File: src/rtl/ad_ip_jesd204_tpl_adc_pkg.sv
// Shared definitions for the JESD204 ADC transport-layer register map and
// the PN scan sequencer: per-channel register offsets, status bit
// positions, scan FSM state encoding and address/data helpers.
package ad_ip_jesd204_tpl_adc_pkg;

  localparam logic [13:0] CHAN_BASE        = 14'h0100;
  localparam int          CHAN_STRIDE      = 16;
  localparam int          REG_CHAN_STATUS  = 1;
  localparam int          REG_CHAN_CNTRL_3 = 6;

  // STATUS bits (write-1-to-clear)
  localparam int STATUS_OVER_RANGE = 0;
  localparam int STATUS_PN_OOS     = 1;
  localparam int STATUS_PN_ERR     = 2;
  localparam logic [31:0] STATUS_CLEAR_ALL = 32'h0000_0007;

  // CNTRL_3 pnseq_sel field occupies [19:16]
  localparam int CNTRL_3_PNSEQ_LSB = 16;

  typedef enum logic [2:0] {
    S_IDLE,
    S_WR_SEL,
    S_SETTLE,
    S_WR_CLR,
    S_DWELL,
    S_RD_STAT,
    S_NEXT,
    S_DONE
  } pn_scan_state_e;

  function automatic logic [13:0] chan_addr(input int ch, input int reg_off);
    return CHAN_BASE + 14'(CHAN_STRIDE * ch + reg_off);
  endfunction

  function automatic logic [31:0] cntrl_3_word(input logic [3:0] pnseq_sel);
    return 32'(pnseq_sel) << CNTRL_3_PNSEQ_LSB;
  endfunction

endpackage

File: src/rtl/ad_ip_jesd204_tpl_up_req.sv
// Single outstanding up_* bus request engine.
// A one-cycle 'issue' registers a request pulse (read or write) together
// with its address/data, then waits for the matching acknowledge. Address
// and data registers hold until the next issue, so they are stable from the
// request cycle through the ack. An ack in the request cycle itself is
// accepted; acks seen while not waiting, or of the other kind, are ignored.
// Ports:
//   up_clk, up_rstn          clock, synchronous active-low reset
//   issue, issue_read        start a request (read when issue_read=1)
//   issue_addr, issue_data   address / write data for the new request
//   ack_ok                   ack accepted this cycle (combinational)
//   ack_timeout              no ack within ACK_TIMEOUT cycles (combinational)
//   up_wreq/up_waddr/up_wdata/up_wack   write channel
//   up_rreq/up_raddr/up_rack            read channel
module ad_ip_jesd204_tpl_up_req #(
  parameter int ACK_TIMEOUT = 64
) (
  input  logic        up_clk,
  input  logic        up_rstn,
  input  logic        issue,
  input  logic        issue_read,
  input  logic [13:0] issue_addr,
  input  logic [31:0] issue_data,
  output logic        ack_ok,
  output logic        ack_timeout,
  output logic        up_wreq,
  output logic [13:0] up_waddr,
  output logic [31:0] up_wdata,
  input  logic        up_wack,
  output logic        up_rreq,
  output logic [13:0] up_raddr,
  input  logic        up_rack
);

  localparam int CNT_W = $clog2(ACK_TIMEOUT) + 1;
  localparam logic [CNT_W-1:0] CNT_LAST = CNT_W'(ACK_TIMEOUT - 1);

  logic             waiting;
  logic             is_read;
  logic [CNT_W-1:0] cnt;
  logic             ack;

  assign ack         = is_read ? up_rack : up_wack;
  assign ack_ok      = waiting & ack;
  // cnt is 0 in the request cycle, so the last accepted ack is at cnt = ACK_TIMEOUT-1
  assign ack_timeout = waiting & ~ack & (cnt == CNT_LAST);

  // NOTE: sequential state uses non-blocking assignments so every register
  // samples pre-edge values regardless of statement order.
  always_ff @(posedge up_clk) begin
    if (!up_rstn) begin
      waiting  <= 1'b0;
      is_read  <= 1'b0;
      cnt      <= '0;
      up_wreq  <= 1'b0;
      up_rreq  <= 1'b0;
      up_waddr <= '0;
      up_raddr <= '0;
      up_wdata <= '0;
    end else begin
      up_wreq <= 1'b0;
      up_rreq <= 1'b0;
      if (issue) begin
        waiting <= 1'b1;
        is_read <= issue_read;
        cnt     <= '0;
        if (issue_read) begin
          up_rreq  <= 1'b1;
          up_raddr <= issue_addr;
        end else begin
          up_wreq  <= 1'b1;
          up_waddr <= issue_addr;
          up_wdata <= issue_data;
        end
      end else if (waiting) begin
        if (ack_ok || ack_timeout) waiting <= 1'b0;
        else                       cnt     <= cnt + 1'b1;
      end
    end
  end

endmodule

File: src/rtl/ad_ip_jesd204_tpl_adc_pn_scan.sv
// Autonomous PN-sequence check sequencer. For each channel it writes the PN
// select into CNTRL_3, waits SETTLE_CYCLES, clears STATUS, dwells
// DWELL_CYCLES, reads STATUS back and records pass = no pn_err and no
// pn_oos. A missed ack sets the sticky timeout flag and ends the scan.
// Ports:
//   up_clk, up_rstn      clock, synchronous active-low reset
//   start, pn_sel        scan request (IDLE only) and PN code to program
//   busy, done           scan in progress / one-cycle end pulse
//   pass, timeout        per-channel result vector / missed-ack flag
//   up_w*, up_r*         master side of the TPL up_* register bus
module ad_ip_jesd204_tpl_adc_pn_scan
  import ad_ip_jesd204_tpl_adc_pkg::*;
#(
  parameter int NUM_CHANNELS  = 1,
  parameter int SETTLE_CYCLES = 256,
  parameter int DWELL_CYCLES  = 4096,
  parameter int ACK_TIMEOUT   = 64
) (
  input  logic                    up_clk,
  input  logic                    up_rstn,
  input  logic                    start,
  input  logic [3:0]              pn_sel,
  output logic                    busy,
  output logic                    done,
  output logic [NUM_CHANNELS-1:0] pass,
  output logic                    timeout,
  output logic                    up_wreq,
  output logic [13:0]             up_waddr,
  output logic [31:0]             up_wdata,
  input  logic                    up_wack,
  output logic                    up_rreq,
  output logic [13:0]             up_raddr,
  input  logic [31:0]             up_rdata,
  input  logic                    up_rack
);

  localparam int CH_W     = $clog2(NUM_CHANNELS) + 1;
  localparam int WAIT_MAX = (SETTLE_CYCLES > DWELL_CYCLES) ? SETTLE_CYCLES : DWELL_CYCLES;
  localparam int WAIT_W   = $clog2(WAIT_MAX) + 1;
  localparam logic [CH_W-1:0]   LAST_CH    = CH_W'(NUM_CHANNELS - 1);
  localparam logic [WAIT_W-1:0] SETTLE_END = WAIT_W'(SETTLE_CYCLES - 1);
  localparam logic [WAIT_W-1:0] DWELL_END  = WAIT_W'(DWELL_CYCLES - 1);

  pn_scan_state_e    state, state_next;
  logic [CH_W-1:0]   ch;
  logic [WAIT_W-1:0] wait_cnt;
  logic [3:0]        pn_sel_q;
  logic              issue, issue_read;
  logic [13:0]       issue_addr;
  logic [31:0]       issue_data;
  logic              ack_ok, ack_timeout;
  logic              chan_clean;
  logic              unused_rdata;

  assign chan_clean   = ~(up_rdata[STATUS_PN_ERR] | up_rdata[STATUS_PN_OOS]);
  assign unused_rdata = ^{up_rdata[31:STATUS_PN_ERR + 1], up_rdata[STATUS_OVER_RANGE]};

  // Requests are issued on the transition into a bus state so the pulse is
  // visible in that state's first cycle.
  always_comb begin
    // NOTE: every always_comb output gets a default first; a path that left
    // one unassigned would infer a latch.
    state_next = state;
    issue      = 1'b0;
    issue_read = 1'b0;
    issue_addr = '0;
    issue_data = '0;
    case (state)
      S_IDLE: if (start) begin
        // pn_sel_q and ch are not loaded yet: use the live inputs/channel 0
        state_next = S_WR_SEL;
        issue      = 1'b1;
        issue_addr = chan_addr(0, REG_CHAN_CNTRL_3);
        issue_data = cntrl_3_word(pn_sel);
      end
      S_WR_SEL: begin
        if (ack_timeout) state_next = S_DONE;
        else if (ack_ok) state_next = S_SETTLE;
      end
      S_SETTLE: if (wait_cnt == SETTLE_END) begin
        state_next = S_WR_CLR;
        issue      = 1'b1;
        issue_addr = chan_addr(int'(ch), REG_CHAN_STATUS);
        issue_data = STATUS_CLEAR_ALL;
      end
      S_WR_CLR: begin
        if (ack_timeout) state_next = S_DONE;
        else if (ack_ok) state_next = S_DWELL;
      end
      S_DWELL: if (wait_cnt == DWELL_END) begin
        state_next = S_RD_STAT;
        issue      = 1'b1;
        issue_read = 1'b1;
        issue_addr = chan_addr(int'(ch), REG_CHAN_STATUS);
      end
      S_RD_STAT: begin
        if (ack_timeout) state_next = S_DONE;
        else if (ack_ok) state_next = S_NEXT;
      end
      S_NEXT: begin
        if (ch == LAST_CH) begin
          state_next = S_DONE;
        end else begin
          state_next = S_WR_SEL;
          issue      = 1'b1;
          issue_addr = chan_addr(int'(ch) + 1, REG_CHAN_CNTRL_3);
          issue_data = cntrl_3_word(pn_sel_q);
        end
      end
      S_DONE:  state_next = S_IDLE;
      default: state_next = S_IDLE;
    endcase
  end

  always_ff @(posedge up_clk) begin
    if (!up_rstn) begin
      state <= S_IDLE;
    end else begin
      state <= state_next;
    end
  end

  // busy/done are registered from state_next so they line up with the state
  always_ff @(posedge up_clk) begin
    if (!up_rstn) begin
      ch       <= '0;
      wait_cnt <= '0;
      pn_sel_q <= '0;
      busy     <= 1'b0;
      done     <= 1'b0;
      pass     <= '0;
      timeout  <= 1'b0;
    end else begin
      wait_cnt <= (state_next != state) ? '0 : wait_cnt + 1'b1;
      busy     <= (state_next != S_IDLE) && (state_next != S_DONE);
      done     <= (state_next == S_DONE);
      if (state == S_IDLE && start) begin
        pn_sel_q <= pn_sel;
        ch       <= '0;
        pass     <= '0;
        timeout  <= 1'b0;
      end
      if (ack_timeout) timeout <= 1'b1;
      if (state == S_RD_STAT && ack_ok) begin
        for (int i = 0; i < NUM_CHANNELS; i++) begin
          if (CH_W'(i) == ch) pass[i] <= chan_clean;
        end
      end
      if (state == S_NEXT && state_next == S_WR_SEL) ch <= ch + 1'b1;
    end
  end

  ad_ip_jesd204_tpl_up_req #(
    .ACK_TIMEOUT (ACK_TIMEOUT)
  ) i_up_req (
    .up_clk      (up_clk),
    .up_rstn     (up_rstn),
    .issue       (issue),
    .issue_read  (issue_read),
    .issue_addr  (issue_addr),
    .issue_data  (issue_data),
    .ack_ok      (ack_ok),
    .ack_timeout (ack_timeout),
    .up_wreq     (up_wreq),
    .up_waddr    (up_waddr),
    .up_wdata    (up_wdata),
    .up_wack     (up_wack),
    .up_rreq     (up_rreq),
    .up_raddr    (up_raddr),
    .up_rack     (up_rack)
  );

endmodule

File: config.mk
export PLATFORM = sky130hd
export DESIGN_NAME = ad_ip_jesd204_tpl_adc_pn_scan
export DESIGN_NICKNAME = d
export VERILOG_FILES = /design/src/rtl/ad_ip_jesd204_tpl_adc_pkg.sv /design/src/rtl/ad_ip_jesd204_tpl_up_req.sv /design/src/rtl/ad_ip_jesd204_tpl_adc_pn_scan.sv
export SDC_FILE = /design/constraint.sdc
export NUM_CORES = 1
export LEC_CHECK = 0
export CAP_MARGIN = 10
export CORE_ASPECT_RATIO = 0.5
export CORE_UTILIZATION = 38
export DETAILED_ROUTE_END_ITERATION = 8
export GPL_TIMING_DRIVEN = 0
export PLACE_DENSITY = 0.79
export REMOVE_ABC_BUFFERS = 1
export SLEW_MARGIN = 20
export SYNTH_ARGS = -nofsm -noshare
export SYNTH_HDL_FRONTEND = slang
export SYNTH_SLANG_ARGS = --single-unit
File: constraint.sdc
create_clock -name up_clk -period 2.25 [get_ports up_clk]
set_clock_uncertainty 0.2 [all_clocks]
set_input_delay 0.3375 -clock up_clk [delete_from_list [all_inputs] [get_ports up_clk]]
set_output_delay 0.3375 -clock up_clk [all_outputs]
set_load 0.01 [all_outputs]
== Word-level counts from Yosys, hierarchy flattened ==
Cells that the tools add are included.

* Bitwise operators: 9
* Equal/unequal tests: 14
* Reduce and logical (&&, ||, !) cells: 15
* Add/sub/neg operators: 8
* Muxes and demuxes: 38

{| class="wikitable"
|+ Operator list
! cell !! count
|-
| one-hot mux 20 bit (3 select lines) || 1
|-
| 2-to-1 mux 20 bit || 2
|-
| one-hot mux 10 bit (4 select lines) || 1
|-
| 2-to-1 mux 3 bit || 11
|-
| 2-to-1 mux 10 bit || 3
|-
| one-hot mux 3 bit (8 select lines) || 1
|-
| 2-to-1 mux 1 bit || 17
|-
| == test 3 bit, second input constant || 5
|-
| adder 13 x 1 -> 13 bit, second input constant || 1
|-
| == test 13 x 12 -> 1 bit, second input constant || 1
|-
| == test 13 x 8 -> 1 bit, second input constant || 1
|-
| adder 9 x 6 -> 10 bit, first input constant || 1
|-
| adder 9 x 7 -> 10 bit, first input constant || 1
|-
| 2-to-1 mux 9 bit || 1
|-
| AND reduction 2 bit || 4
|-
| adder 6 x 3 -> 7 bit, second input constant || 1
|-
| adder 7 x 1 -> 7 bit, second input constant || 1
|-
| == test 7 x 6 -> 1 bit, second input constant || 1
|-
| adder 5 x 1 -> 6 bit, second input constant || 1
|-
| == test 3 x 1 -> 1 bit, second input constant || 2
|-
| == test 3 x 2 -> 1 bit, second input constant || 2
|-
| inverter 1 bit || 5
|-
| logical AND 1 bit || 4
|-
| one-hot mux 1 bit (4 select lines) || 1
|-
| other kinds (11) || 15
|}

* Output and inout port bits: 66
* Word-level logic and storage cells: 100
* Bits of input ports: 41
* Bits in registers: 96

== Depth between registers and ports, before layout ==
Gate-level depths: netlist (run 1).

* Depth after elaboration: 9
* Depth in mapped cells: 8
* Depth with buffers taken out: 6

== Cells and area by module ==
Synthesis (run 1) repeated with hierarchy kept, for this count alone.

* Cells, all modules: 461
* Area, all modules: 3963.8 um^2

{| class="wikitable"
|+ By module, submodules not included
! module !! area an instance (um^2) !! cells an instance !! instances
|-
| ad_ip_jesd204_tpl_up_req || 2690.1 || 313 || 1
|-
| ad_ip_jesd204_tpl_adc_pn_scan || 1273.7 || 148 || 1
|}

== Worst setup path before layout (run 1) ==
No wires, ideal clock.

* Path type: register -> register
* Start: register state[2]
* End: register i_up_req.up_wdata[16]
* Setup slack: -0.226 ns
* Arrival time: 2.148 ns
* Cell stages (with the launch flop): 9
* Library setup time: 0.128 ns
* Data required time: 1.922 ns
* Cells stage by stage: dfxtp_1 -> buf_6 -> or4b_4 -> or4_1 -> buf_2 -> and2_4 -> buf_6 -> a222oi_1 -> nor2_1

* Cells in the longest elaborated chain, start to end: 4

{| class="wikitable"
|+ RTL lines
! item !! line !! text
|-
| from (decl) || ad_ip_jesd204_tpl_adc_pn_scan.sv:44 || <nowiki>pn_scan_state_e state, state_next;</nowiki>
|-
| from (signal assigned) || ad_ip_jesd204_tpl_adc_pn_scan.sv:119 || <nowiki>state <= state_next;</nowiki>
|-
| branches (longest 4 deep; another with one-hot mux 1 bit (4 select lines)) || -- ||
|-
| to (signal assigned) || ad_ip_jesd204_tpl_up_req.sv:73 || <nowiki>up_wdata <= issue_data;</nowiki>
|-
| to (decl) || ad_ip_jesd204_tpl_up_req.sv:28 || <nowiki>output logic [31:0] up_wdata,</nowiki>
|}

Parallel ways; which one is timed is not known.
A chain may end at the register's enable or synchronous reset.

== Worst setup path in the final report (run 1) ==
* Start: register wait_cnt[9]
* End: register i_up_req.up_wdata[18]

* Cells in the longest elaborated chain, start to end: 5

{| class="wikitable"
|+ RTL lines
! item !! line !! text
|-
| from (decl) || ad_ip_jesd204_tpl_adc_pn_scan.sv:46 || <nowiki>logic [WAIT_W-1:0] wait_cnt;</nowiki>
|-
| from (signal assigned) || ad_ip_jesd204_tpl_adc_pn_scan.sv:134 || <nowiki>wait_cnt <= (state_next != state) ? '0 : wait_cnt + 1'b1;</nowiki>
|-
| branches (longest 4 deep; another with == test 13 x 12 -> 1 bit) || -- ||
|-
| AND reduction 2 bit (no line) * || -- ||
|}

Mark *: on every way between the ends.

==> impl_results.md, run 1 <==
- Run status: finished, violations left
- Violated checks: setup timing
- Area growth from synthesis to layout: 21.4%
- TritonCTS clock tree: done
- Final routed wire length divided by cell count: ~12 microns
- Number of enable-type register cells in the synthesized netlist: 0
- Die ar.: between 6000 and 7000 sq um
- Final Slew Violations: 0
- Final worst-path cycle share: 1.01
- Remaining max-slew budget at the tightest pin: 0.504
- Total via count in the routed design: 1946
- Peak supply drop: ~300 uV
- Critical path capture point type: flip-flop
- Data arrival time at the worst-slack endpoint: approximately 2.2 ns
- Routed length on met1: between 2000 and 2500 microns
- Class of the most critical hold timing path: flip-flop to flip-flop
- Cells traversed along the worst timing path: or4_4, or4_4, and2_4, a222oi_1, nor2_1
- Number of buffers created by CTS: 5
- Max incr delay on CP: about 0.52 ns
- Post-DP HPWL: about 3100 microns
- First-pass iteration count of the detailed router: 4
- Total negative setup slack: -0.0550 ns
- Clock Tree Buf Depth: 2
- Via density: around 4.8
- Buffers added on ports: 35
- Most common cell type on the critical path: sky130_fd_sc_hd__or4_4
- Number of setup violations in the final report: 3
- Top Metal Used: met4
- Clock Tree Root: sky130_fd_sc_hd__clkbuf_16
- Worst Setup Path Type: flip-flop to flip-flop
- Unrepaired setup endpoints after global routing: true
- Critical path buffers and inverters: 0
- Tmin final: between 2 and 2.5 ns
- DRC violation total after the first TritonRoute iteration: 57
- Number of sinks handled by clock tree synthesis: 51
- Required time at the worst-slack endpoint: approximately 2.2 ns
- F_max: roughly 0.44 GHz
- Metal2 WL: about 2300 microns
- Mean Syn Cell Area: 8.58 sq um
- DRC errors left: 0
- Residual antenna-violating net count after detailed routing: 0
- P_leak: approximately 1.1 nW
- Cts-stage hold buffer count: 0
- Number of inserted diodes: 0
- Filler-free cell count of the finished design: between 400 and 500
- Cell type of the slowest stage on the worst timing path: sky130_fd_sc_hd__or4_4
- Post-synthesis instance area: roughly 2500 sq um
- Worst-case setup margin in the final layout: -0.0258 ns
- Overall fraction of global-route tracks in use: 0.147
- Worst-path clk slew: about 0.070 ns
- Core Region: around 6000 sq um
- Peak fanout along the critical path: 5
- Startpoint kind of the worst setup timing path: flip-flop
- Async SR Flop Fraction: 0
- Warnings, synthesis: 0
- Cells after Synth: 286
- Cell family with the largest share of critical-path delay: simple AND/OR/NAND/NOR gates
- Initial core utilization: 0.399
- Top-level port count: between 100 and 150
- PwrDens: a little under 700 nW/um^2
- Via count of the first global-routing pass: 1680
- Post-layout instance area: 2980 sq um
- Number of antenna violations at the first check in global routing: 0
- Fraction of layout instances using a drive strength above 1: 0.109
- Overall overflow remaining after global route: 0
- DIE HEIGHT: ~59 microns
- Clock network latency to the later pin of the worst-skew pair: roughly 0.28 ns
- Placed Area: approximately 2700 sq um
- Post-detailed-routing wire length: between 4000 and 5000 microns
- Actual transition at the worst max-transition pin: approximately 0.74 ns
- Largest net degree at the start of global routing: 24
- Max-cap violations: 0
- Ys flop type: sky130_fd_sc_hd__dfxtp_1
- Met3 Routed Length: around 300 microns
- Count of cell types in the netlist: between 40 and 50
- First-pass GRT wire length: just under 8000 microns
- Sequential element share of the synthesized area: 0.416
- Final weighted congestion of routability-driven global placement: roughly 0.8
- Final net count: approximately 360
- FF+latch count, synth: around 50
- Total number of H-tree levels: 2
- Hold violation total from the final report: 0
- Std-Cell Rows: 20
- Width of the chip: roughly 120 microns
- Placed Cells incl. Taps: around 400
[placed cells by master (no fill, tap or decap), drive strengths merged, types with 6 or more instances in the layout]
cell type       n
dfxtp          51
conb           41
clkdlybuf4s50  35
nor2           31
nand2          24
nor3           16
a21oi          15
nand3          13
xor2            8
xnor2           8
buf             7
and2            7
and3            6
clkbuf          6
[state kept, by name (all words and copies together), names as in the netlist]
register	count
i_up_req.up_wdata	5
i_up_req.is_read	1
wait_cnt	13
timeout	1
ch	1
i_up_req.cnt	7
busy	1
i_up_req.up_wreq	1
i_up_req.waiting	1
i_up_req.up_waddr	5
pn_sel_q	4
done	1
i_up_req.up_rreq	1
state	3
i_up_req.up_raddr	5
pass	1
[synth_stat cells, types with 2 or more instances]
cell type	instances	area, sq um
sky130_fd_sc_hd__or4_1	2	15.0
sky130_fd_sc_hd__nand3_1	13	65.1
sky130_fd_sc_hd__a21oi_1	15	75.1
sky130_fd_sc_hd__nand2b_1	3	18.8
sky130_fd_sc_hd__buf_6	2	22.5
sky130_fd_sc_hd__clkbuf_1	9	33.8
sky130_fd_sc_hd__and3_1	6	37.5
sky130_fd_sc_hd__mux2i_1	2	20.0
sky130_fd_sc_hd__buf_4	45	338
sky130_fd_sc_hd__dfxtp_1	51	1020
sky130_fd_sc_hd__o21ai_0	4	20.0
sky130_fd_sc_hd__nor3_1	16	80.1
sky130_fd_sc_hd__and2_1	5	31.3
sky130_fd_sc_hd__nor2_1	31	116
sky130_fd_sc_hd__nor3b_1	2	15.0
sky130_fd_sc_hd__a222oi_1	4	40.0
sky130_fd_sc_hd__xnor2_1	8	70.1
sky130_fd_sc_hd__inv_1	5	18.8
sky130_fd_sc_hd__nand4_1	5	31.3
sky130_fd_sc_hd__xor2_1	8	70.1
sky130_fd_sc_hd__nand2_1	24	90.1
sky130_fd_sc_hd__ha_1	2	25.0
sky130_fd_sc_hd__a211oi_1	2	15.0
sky130_fd_sc_hd__o211ai_1	2	15.0
[final cells by class]
class                   instances  area [sq um]
clock inverters                 2          35.0
multi-input cells             214          1220
repair buffers                 42           415
fillers                       557          3180
clock buffers                   6           139
well taps                      88           110
flip-flops and latches         51          1030
inverters                       5          18.8
[metal layers]
metal	track usage	vias up
met3	0.0402	7
met4	0.0568	0
met1	0.183	905
met2	0.246	73
li1	-	961
met5	0	-
[cells by family after synthesis]
family,synth area share
fa+ha+maj,0.0102
simple gates,0.236
other cells,0.00153
compound gates,0.0959
xor+xnor,0.0571
buf+inv,0.170
mux,0.0127
flops,0.416
[report_power, final]
group          total [mW]  switching, mW  leakage (nW)  internal [mW]
registers           0.940         0.0177         0.417          0.923
clock network       0.865          0.313        0.0868          0.553
logic               0.200          0.117         0.613         0.0834
[final timing paths]
| check | start | endpoint | slack (ns) | cells after the start |
|---|---|---|---|---|
| max | wait_cnt[9] | i_up_req.up_wdata[18] | -0.03 | 5 |
| min | i_up_req.up_waddr[8] | i_up_req.up_waddr[8] | 0.26 | 2 |
| max reg2reg | wait_cnt[9] | i_up_req.up_wdata[18] | -0.03 | 5 |
| min reg2reg | i_up_req.up_waddr[8] | i_up_req.up_waddr[8] | 0.26 | 2 |
[per-stage QoR]
stage | power (mW) | hold slack [ns] | utilization | worst slack [ns]
CTS | 2.02 | 0.252 | 0.478 | 0.00189
global route | 2.08 | 0.271 | 0.484 | -0.126
floorplan | 1.07 | 0.224 | - | -0.130
global placement | 1.13 | 0.239 | 0.433 | -0.573
detailed placement | 1.14 | 0.242 | 0.433 | -0.535
finish | 2.01 | 0.255 | 0.484 | -0.0258
[tightest hold or removal path, stage by stage (launching register included)]
cell                      delay, ns
sky130_fd_sc_hd__dfxtp_1       0.31
sky130_fd_sc_hd__inv_1         0.06
sky130_fd_sc_hd__a21oi_2       0.04
[timing repair]
item | 4_1_cts | 5_1_grt
setup buffers | 6 | 1
resized for setup | 12 | 8
cloned | 1 | 0
pin swaps | 6 | 3
endpoints found under the setup margin | 27 | 29
(Power assumes the default switching activity.)
==> inputs of run 2 (changes only) <==
- SKIP_LAST_GASP: default -> 1
==> results of run 2 <==
Same layout as run 1: the final DEF is identical, and so are final timing and power.
==> inputs of run 3 (changes only) <==
- PLACE_DENSITY: 0.79 -> 0.76
==> run 3 against run 2 <==
Compared with the run above: die area unchanged; first-iteration DRC count grew to 3.2 times the previous value; clock power is 9.9% higher; power grew 4.4%; non-clock buffer count is 3 higher; critical path depth is the same; maximum frequency is 1.1% higher; wire length is 6.6% higher; sequential share of layout area fell by 0.28 points; cell area is 0.80% higher; the flow still finishes with violations (setup timing).
==> impl_results.md, run 3 (synthesis gave the netlist of run 1 again) <==
- Worst-path clk slew: 0.07 ns (about the same)
- Post-layout instance area: 3000 sq um (+0.80%)
- Area growth from synthesis to layout: 22.3%
- TritonCTS clock tree: done
- Via density: 4.94 (+3.6%)
- Unrepaired setup endpoints after global routing: true
- Core Region: 6160 sq um (unchanged)
- Std-Cell Rows: 20 (unchanged)
- Final hold slack: 0.249 ns (-0.00676 ns)
- Post-detailed-routing wire length: 5060 microns (+6.6%)
- Largest register by flop count: wait_cnt
- Startpoint kind of the worst setup timing path: flip-flop
- Number of inserted diodes: 0 (unchanged)
- Worst reg2reg endpoint: i_up_req.up_wdata[18]
- Met3 layer usage reported by global route: 0.0288 (-0.0113)
- Post-DP HPWL: 3100 microns (-1.6%)
- Total via count in the routed design: 2025 (+4.1%)
- Required time at the worst-slack endpoint: 2.20 ns (about the same)
- Actual transition at the worst max-transition pin: 0.704 ns (-0.0386 ns)
- Largest net degree at the start of global routing: 24 (unchanged)
- Worst-case setup margin in the final layout: -0.00152 ns (+0.0242 ns)
- Flip-flop count of the largest register, all copies and words added: 13 (unchanged)
- Die ar.: 6800 sq um (unchanged)
- DIE HEIGHT: 58.8 microns (unchanged)
- Placed Cells incl. Taps: 392 (unchanged)
- Final weighted congestion of routability-driven global placement: 0.788 (-2.6%)
- Class of the most critical hold timing path: flip-flop to flip-flop
- Leading registers by flop count: wait_cnt: 13 flops, i_up_req.cnt: 7 flops
- DRC violation total after the first TritonRoute iteration: 184 (+220%)
- Critical register-to-register path startpoint: state[2]
- Most frequent cells in the layout: 46 x sky130_fd_sc_hd__dfxtp_1, 41 x sky130_fd_sc_hd__conb_1, 35 x sky130_fd_sc_hd__clkdlybuf4s50_1
- Overall overflow remaining after global route: 0 (unchanged)
- Number of sinks handled by clock tree synthesis: 51 (unchanged)
- Peak fanout along the critical path: 7 (+2)
- Number of antenna violations at the first check in global routing: 0 (unchanged)
- Cells traversed along the worst timing path: or4b_4, or4_4, and2_4, a222oi_1, nor2_1
- Violated checks: setup timing
- Residual antenna-violating net count after detailed routing: 0 (unchanged)
- Overall power: 2.09 mW (+4.4%)
- Filler-free cell count of the finished design: 410 (+0.49%)
- Peak supply drop: 449 uV (+48%)
- Total negative setup slack: -0.00152 ns (+0.0535 ns)
- Final Slew Violations: 0 (unchanged)
- Clock network latency to the later pin of the worst-skew pair: 0.28 ns (about the same)
- Hold depth: 2 (unchanged)
- Number of buffers created by CTS: 5 (unchanged)
- Via count of the first global-routing pass: 1748 (+4.0%)
- Cell family with the largest share of critical-path delay: simple AND/OR/NAND/NOR gates
- First-pass GRT wire length: 8210 microns (+5.3%)
- P_leak: 1.14 nW (+1.9%)
- Cts-stage hold buffer count: 0 (unchanged)
- Critical path capture point type: flip-flop
- Fill cell count: 551 (-1.1%)
- Final worst-path cycle share: 1.00 (-0.0108)
- Critical path buffers and inverters: 0 (unchanged)
- Final routed wire length divided by cell count: 12.3 microns (+6.0%)
- Total number of H-tree levels: 2 (unchanged)
- Busiest grt layer: met2
- Fraction of met1 tracks used by global routing: 0.190 (+0.00686)
- Remaining max-slew budget at the tightest pin: 0.530 (+0.0257)
- Cell type of the slowest stage on the worst timing path: sky130_fd_sc_hd__or4b_4
- Data arrival time at the worst-slack endpoint: 2.20 ns (-0.03 ns)
- Max-cap violations: 0 (unchanged)
- Length in cells of the worst reg-to-reg path: 5 (unchanged)
- Tmin final: 2.25 ns (-0.0242 ns)
- Buffers added on ports: 35 (unchanged)
- Final net count: 364 (+0.55%)
- F_max: 0.444 GHz (+1.1%)
- Initial core utilization: 0.399 (unchanged)
- Width of the chip: 116 microns (unchanged)
- Capture endpoint of the worst hold path: i_up_req.up_waddr[8]
- Overall fraction of global-route tracks in use: 0.153 (+0.00679)
- Clock Tree Buf Depth: 2 (unchanged)
- Placed Area: 2670 sq um (unchanged)
- Number of setup violations in the final report: 1 (-2)
- Top-level port count: 107 (unchanged)
- Hold violation total from the final report: 0 (unchanged)
- Clock Tree Root: sky130_fd_sc_hd__clkbuf_16
- PwrDens: 698 nW/um^2 (+3.6%)
- DRC errors left: 0 (unchanged)
- Met2 global-route usage: 0.266 (+0.0205)
- Setup slack, reg-to-reg: -0.002 ns (+0.02 ns)
- Beginning of the worst hold path: i_up_req.up_waddr[8]
- Fraction of layout instances using a drive strength above 1: 0.106 (-0.00378)
- First-pass iteration count of the detailed router: 6 (+2)
- Run status: finished, violations left
- Max incr delay on CP: 0.55 ns (+0.03 ns)
- Worst Setup Path Type: flip-flop to flip-flop
- Commonest non-fill, non-tap cell in the layout: sky130_fd_sc_hd__dfxtp_1
## run 3: repair_timing
| item | 4_1_cts | 5_1_grt |
|---|---|---|
| pin swaps | 5 | 1 |
| gates cloned | 0 | 0 |
| buffers inserted | 8 | 2 |
| endpoints found under the setup margin | 27 | 28 |
| resized for setup | 14 | 4 |
## run 3: through the flow
step | setup slack (ns) | utilization
finish | -0.00152 | 0.488
detailed placement | -0.652 | 0.433
global route | -0.0854 | 0.488
CTS | -0.00353 | 0.483
global placement | -0.602 | 0.433
floorplan | -0.130 | -
## run 3: tightest hold or removal path: stages, from the launching register on
cell and delay [ns]:
sky130_fd_sc_hd__dfxtp_1 0.31, sky130_fd_sc_hd__inv_1 0.05, sky130_fd_sc_hd__a21oi_1 0.05
## run 3: cell type report
type                            instances  area, sq um  area share
Clock buffer                            6          129      0.0429
Clock inverter                          2         60.1      0.0200
Inverter                                5         18.8     0.00625
Multi-Input combinational cell        213         1210       0.404
Sequential cell                        51         1030       0.345
Tap cell                               88          110      0.0367
Timing Repair Buffer                   45          438       0.146
## run 3: how the worst max path moves through the flow
stage,start,end,slack [ns],cells past startpoint
6_report,state[2],i_up_req.up_wdata[18],-0.002,5
5_1_grt,state[2],i_up_req.up_wdata[19],-0.09,5
4_1_cts,wait_cnt[8],i_up_req.up_wdata[18],-0.004,5
3_5_place_dp,state[1],wait_cnt[6],-0.65,5
3_3_place_gp,state[1],wait_cnt[1],-0.60,5
2_1_floorplan,state[1],i_up_req.up_wdata[16],-0.13,5
## run 3: where the power goes
group | switching, mW | internal [mW]
sequential | 0.0137 | 0.923
combinational | 0.123 | 0.0847
clock | 0.313 | 0.637
## run 3: routing by layer
metal,wire (microns),share of wire,up-vias
met1,2140,0.42,964
met5,0,0,-
met4,87,0.017,0
met2,2490,0.49,90
li1,-,-,961
met3,345,0.068,10
